$ cat src/rtl/wb_port_arbiter.sv
// wb_port_arbiter: shares the single regfile write port among NUM_SRC
// writeback requesters. The winner is chosen combinationally each cycle and
// registered into a one-entry output stage that drives the write port.
// Writes to x0 are consumed but never produce a write enable.
//
// Policy: fixed priority (index 0 highest), with starvation promotion after
// STARVE_LIMIT consecutive stalled cycles. Define WB_ARB_RR_EN to select a
// round-robin policy instead; the starve counters are then compiled out.
//
// Ports:
//   clk_i, rstn_i   clock, asynchronous active-low reset
//   req_valid_i     per-source write request
//   req_addr_i      per-source destination register, 5 bits per source
//   req_data_i      per-source write data, 32 bits per source
//   req_ready_o     one-hot-or-zero grant (combinational)
//   flush_i         synchronous flush: no grant, clears arbitration state
//   write_enable_o  regfile write enable (registered)
//   addr_rd_o       regfile write address (registered)
//   data_rd_o       regfile write data (registered)
//   grant_idx_o     source index held in the output stage (debug)
module wb_port_arbiter #(
    parameter int unsigned NUM_SRC      = 2,
    parameter int unsigned STARVE_LIMIT = 4
) (
    input  logic                       clk_i,
    input  logic                       rstn_i,
    input  logic [NUM_SRC-1:0]         req_valid_i,
    input  logic [NUM_SRC*5-1:0]       req_addr_i,
    input  logic [NUM_SRC*32-1:0]      req_data_i,
    output logic [NUM_SRC-1:0]         req_ready_o,
    input  logic                       flush_i,
    output logic                       write_enable_o,
    output logic [4:0]                 addr_rd_o,
    output logic [31:0]                data_rd_o,
    output logic [$clog2(NUM_SRC)-1:0] grant_idx_o
);

    localparam int unsigned IDX_W  = $clog2(NUM_SRC);
    localparam int unsigned ADDR_W = 5;
    localparam int unsigned DATA_W = 32;

    logic [ADDR_W-1:0] addr_arr [NUM_SRC];
    logic [DATA_W-1:0] data_arr [NUM_SRC];

    logic              grant_any;
    logic [IDX_W-1:0]  grant_idx;

    logic              we_q, we_d;
    logic [ADDR_W-1:0] addr_q, addr_d;
    logic [DATA_W-1:0] data_q, data_d;
    logic [IDX_W-1:0]  idx_q, idx_d;

    // Unpack the flattened request buses
    always_comb begin
        for (int i = 0; i < NUM_SRC; i++) begin
            addr_arr[i] = req_addr_i[i*ADDR_W +: ADDR_W];
            data_arr[i] = req_data_i[i*DATA_W +: DATA_W];
        end
    end

`ifdef WB_ARB_RR_EN
    logic [IDX_W-1:0] ptr_q, ptr_d;
    logic [IDX_W-1:0] cand;

    // Round-robin search from the pointer; walking backwards lets the
    // nearest valid source overwrite farther ones.
    always_comb begin
        grant_any = 1'b0;
        grant_idx = '0;
        cand      = '0;
        for (int unsigned off = NUM_SRC; off > 0; off--) begin
            cand = IDX_W'((32'(ptr_q) + off - 1) % NUM_SRC);
            if (req_valid_i[cand]) begin
                grant_any = 1'b1;
                grant_idx = cand;
            end
        end
        if (flush_i) begin
            grant_any = 1'b0;
        end
    end

    // Pointer moves just past the winner; flush restarts it at 0
    always_comb begin
        ptr_d = ptr_q;
        if (flush_i) begin
            ptr_d = '0;
        end else if (grant_any) begin
            ptr_d = (grant_idx == IDX_W'(NUM_SRC - 1)) ? '0 : grant_idx + IDX_W'(1);
        end
    end

    always_ff @(posedge clk_i or negedge rstn_i) begin
        if (!rstn_i) begin
            ptr_q <= '0;
        end else begin
            ptr_q <= ptr_d;
        end
    end
`else
    localparam logic [3:0] LIMIT = 4'(STARVE_LIMIT);

    logic [3:0] cnt_q [NUM_SRC];
    logic [3:0] cnt_d [NUM_SRC];

    // Lowest valid index wins, then a starved source (lowest index among
    // starved) overrides it.
    always_comb begin
        grant_any = 1'b0;
        grant_idx = '0;
        for (int i = NUM_SRC - 1; i >= 0; i--) begin
            if (req_valid_i[i]) begin
                grant_any = 1'b1;
                grant_idx = IDX_W'(i);
            end
        end
        for (int i = NUM_SRC - 1; i >= 0; i--) begin
            if (req_valid_i[i] && (cnt_q[i] == LIMIT)) begin
                grant_idx = IDX_W'(i);
            end
        end
        if (flush_i) begin
            grant_any = 1'b0;
        end
    end

    // Starve counters: saturating count of consecutive stalled cycles
    always_comb begin
        for (int i = 0; i < NUM_SRC; i++) begin
            cnt_d[i] = '0;
            if (!flush_i && req_valid_i[i] && !req_ready_o[i]) begin
                cnt_d[i] = (cnt_q[i] == LIMIT) ? cnt_q[i] : cnt_q[i] + 4'd1;
            end
        end
    end

    always_ff @(posedge clk_i or negedge rstn_i) begin
        if (!rstn_i) begin
            for (int i = 0; i < NUM_SRC; i++) begin
                cnt_q[i] <= '0;
            end
        end else begin
            for (int i = 0; i < NUM_SRC; i++) begin
                cnt_q[i] <= cnt_d[i];
            end
        end
    end
`endif

    // One-hot grant
    always_comb begin
        req_ready_o = '0;
        if (grant_any) begin
            req_ready_o = NUM_SRC'(1) << grant_idx;
        end
    end

    // Output stage: capture the winner; hold payload when idle
    always_comb begin
        we_d   = 1'b0;
        addr_d = addr_q;
        data_d = data_q;
        idx_d  = idx_q;
        if (grant_any) begin
            we_d   = (addr_arr[grant_idx] != '0);
            addr_d = addr_arr[grant_idx];
            data_d = data_arr[grant_idx];
            idx_d  = grant_idx;
        end
    end

    always_ff @(posedge clk_i or negedge rstn_i) begin
        if (!rstn_i) begin
            we_q   <= 1'b0;
            addr_q <= '0;
            data_q <= '0;
            idx_q  <= '0;
        end else begin
            we_q   <= we_d;
            addr_q <= addr_d;
            data_q <= data_d;
            idx_q  <= idx_d;
        end
    end

    assign write_enable_o = we_q;
    assign addr_rd_o      = addr_q;
    assign data_rd_o      = data_q;
    assign grant_idx_o    = idx_q;

endmodule

$ cat config.mk
export PLATFORM = sky130hd
export DESIGN_NAME = wb_port_arbiter
export DESIGN_NICKNAME = d
export VERILOG_FILES = /design/src/rtl/wb_port_arbiter.sv
export SDC_FILE = /design/constraint.sdc
export NUM_CORES = 1
export LEC_CHECK = 0
export ABC_AREA = 0
export ABC_CLOCK_PERIOD_IN_PS = 2200
export BUFFER_PORTS_ARGS = -buffer_cell sky130_fd_sc_hd__buf_4
export CAP_MARGIN = 30
export CELL_PAD_IN_SITES_DETAIL_PLACEMENT = 1
export CELL_PAD_IN_SITES_GLOBAL_PLACEMENT = 1
export CORE_MARGIN = 10
export CORE_UTILIZATION = 32
export DETAILED_ROUTE_END_ITERATION = 12
export GPL_TIMING_DRIVEN = 0
export PLACE_DENSITY = 0.76
export SYNTH_ARGS = -nofsm -noshare
export SYNTH_HDL_FRONTEND = slang
export SYNTH_SLANG_ARGS = --single-unit
$ cat constraint.sdc
create_clock -name clk_i -period 2.2 [get_ports clk_i]
set_input_delay 0.44 -clock clk_i [delete_from_list [all_inputs] [get_ports clk_i]]
set_output_delay 0.44 -clock clk_i [all_outputs]
set_load 0.01 [all_outputs]
==> qor.yml <==
finish:
  fillCellCount: 909
  most-common-layout-cells: "buf_4 (128), a21oi_1 (49), nor2_1 (47), dfrtp_1 (47), nand2_1 (38)"
  syn2layout_area_growth_pct: 49.55
  nNetsFinal: 478
  layout_commonest_cell: "buf_4"
  drive_gt1_share_pct: 46.21
  fin_util_pct: 48.99
  num_antenna_cells: 0
drt:
  wl_met3_um: 607
  drt-wirelength-per-cell_um: 16.99
  drtIter0Drc: 32
  routed_via_density: 4.743
  dr.pass1.iters: 4
  top_layer_used: "met4"
  drt_wl_total_um: 8412
  vias: 2348
  final_antenna_net_count: 0
  wl_met2_um: 4474
  drc_errors: 0
  wl_met1_um: 3256
critical_path:
  cp-start-kind: "register"
  reg2reg_depth: 8
  path_max_fanout: 3
  slowest_stage: "dfrtp_1"
  cp-end-kind: "primary output"
  cp.required_ps: 1760
  worstPathArrival_ps: 1670
  critPathMaxStageDelay_ps: 390
  path_cells: "inv_2 > ha_4 > and3b_4 > o211ai_4 > buf_6 > nor2_1 > buf_4"
  crit_type: "reg2out"
cts:
  cts-buffers-inserted: 5
  path_clk_slew_ps: 90
  clk_latency_ps: 290
  clockRootBuffer: "clkbuf_8"
  cts_tree: "built"
  h-tree-depth: 2
  clock-sinks: 47
  clk_path_buf_depth: 2
logic_synthesis:
  ys_seq_area_share_pct: 49.50
  netlist_area_um2: 2376
  syn_inst: 264
  synth_cell_type_count: 28
  syn_nets: 347
  synthTopCellsByArea: "dfrtp_1 (49%), a21oi_2 (11%), a21oi_1 (11%)"
  syn_avg_cell_area_um2: 9.000
  yosysTopAreaCellShare_pct: 49.50
  ys_ff_latch: 47
  ys_warn_count: 0
  yosys.area.top_type: "dfrtp_1"
timing:
  final_max_slew_viol_count: 0
  worst_pin_slew_ps: 617.2
  setup_violations: 0
  timing.final.crit_share_pct: 95.85
  finalHoldViolCount: 0
  relSlewSlack_pct: 58.85
  fin_worst_skew_ps: 3.740
  min_period_ps: 2109
  fmax_mhz: 474.2
global_route:
  grt_pass1_wl_um: 13440
  track_usage_pct: 14.72
  grt_pass1_vias: 2644
  gr-total-overflow: 0
  grt_max_degree: 48
  antenna_found_initial: 0
placement:
  io_buffer_count: 119
  gp_congestion: 0.7655
  dp_hpwl_um: 6504
hold_path:
  holdCritPathClass: "in2async"
die:
  die_h_um: 106.2
  fp.dieW_um: 106.2
  start_util_pct: 32.76
  core_um2: 7253
  rows: 31
  ios: 120
  dieArea_um2: 11270
power_and_ir_drop:
  powerDensity_nw_per_um2: 600.5
  peakVddDrop_mv: 0.2465
  leakage_uw: 0.001668
  total_power_uw: 2134
run:
  drv_cap: 0
status:
  status: "finished, final reports clean"
==> report_power, final <==
group	switching (uW)	total, uW	internal, uW
clock	294	512	218
combinational	299	612	312
sequential	49.9	1010	960
total	643	2130	1490
==> layer usage <==
| metal | track usage, % | up-vias |
|---|---|---|
| li1 | - | 1148 |
| met2 | 26.24 | 64 |
| met5 | 0 | - |
| met3 | 5.616 | 8 |
| met1 | 16.35 | 1128 |
| met4 | 2.901 | 0 |
==> registers in the layout, summed over array words and instances, names as in the netlist <==
| name | cells |
|---|---|
| cnt_q | 8 |
| grant_idx_o | 1 |
| write_enable_o | 1 |
| data_rd_o | 32 |
| addr_rd_o | 5 |
==> path summary, 6_finish.rpt <==
check	start	to	slack [ps]
worst max register to register	cnt_q[1]$_DFFE_PN0P_	data_rd_o[10]$_DFFE_PN0P_	300
worst max-delay path	cnt_q[1]$_DFFE_PN0P_	req_ready_o[1]	90
worst min register to register	cnt_q[4]$_DFFE_PN0P_	cnt_q[4]$_DFFE_PN0P_	490
min in group clk_i	req_data_i[0]	data_rd_o[0]$_DFFE_PN0P_	380
worst min-delay path	rstn_i	data_rd_o[7]$_DFFE_PN0P_	150
max in group asynchronous	rstn_i	addr_rd_o[0]$_DFFE_PN0P_	1630
==> per-stage QoR <==
step / hold slack [ps] / instances / worst slack (ps) / TNS [ps] / cell area (um^2)
CTS: 173.0 / 491 / -26.26 / -26.26 / 3508
global route: 184.0 / 495 / -6.969 / -6.969 / 3553
detailed placement: 482.7 / 482 / 125.1 / 0 / 3393
finish: 150.3 / 495 / 91.35 / 0 / 3553
floorplan: 144.4 / 264 / 468.9 / 0 / 2376
global placement: 479.8 / 482 / 162.2 / 0 / 3393
==> area by class of cell <==
class	count	area, um^2	area share [%]
well taps	99	123.9	3.486
flip-flops and latches	47	1176	33.10
repair buffers	124	930.9	26.20
inverters	7	26.28	0.7394
plain buffers	15	113.9	3.204
clock buffers	5	68.82	1.937
clock inverters	3	15.01	0.4225
multi-input cells	195	1099	30.92
==> kinds of logic after synthesis <==
group                    count (synthesis)  share of synthesized area, %
AND/OR/NAND/NOR                        106                         19.17
AO/OA/AOI/OAI                           83                         22.85
flip-flops                              47                         49.50
buffers and inverters                   22                         5.634
adder cells (fa/ha/maj)                  4                         2.106
XOR/XNOR                                 2                        0.7374
==> worst max-delay path, delay by kind of cell (launching register included) <==
kind	cells	cell delay, ps
and+or+nand+nor	2	240
buffers and inverters	3	360
adders and majority gates	1	160
AOI/OAI and AO/OA	1	220
DFF	1	390
==> synthesized netlist by cell type <==
| cell | n |
|---|---|
| buf_4 | 4 |
| buf_2 | 2 |
| buf_6 | 3 |
| or2_1 | 1 |
| a21oi_1 | 50 |
| nor2_2 | 1 |
| nor2_4 | 1 |
| nand3b_1 | 1 |
| nor2_1 | 47 |
| or4_1 | 2 |
| or2_2 | 1 |
| inv_1 | 6 |
| dfrtp_1 | 47 |
| clkbuf_1 | 5 |
| nand4b_1 | 1 |
| nor3_1 | 7 |
| xnor2_1 | 2 |
| nand2_1 | 38 |
| o211ai_2 | 1 |
| nor2b_1 | 2 |
| ha_1 | 4 |
| a21oi_2 | 30 |
| and3b_4 | 1 |
| o211a_1 | 1 |
| inv_2 | 1 |
| buf_8 | 1 |
| nand3_1 | 3 |
| a211oi_1 | 1 |
==> repair_timing <==
action	in CTS	in global routing
buffers inserted	1	4
resized for setup	5	4
pin swaps	0	3
setup endpoints to repair	2	2
cloned	0	0
hold buffers	0	0
Note: power is estimated with default switching activity, not from simulation.
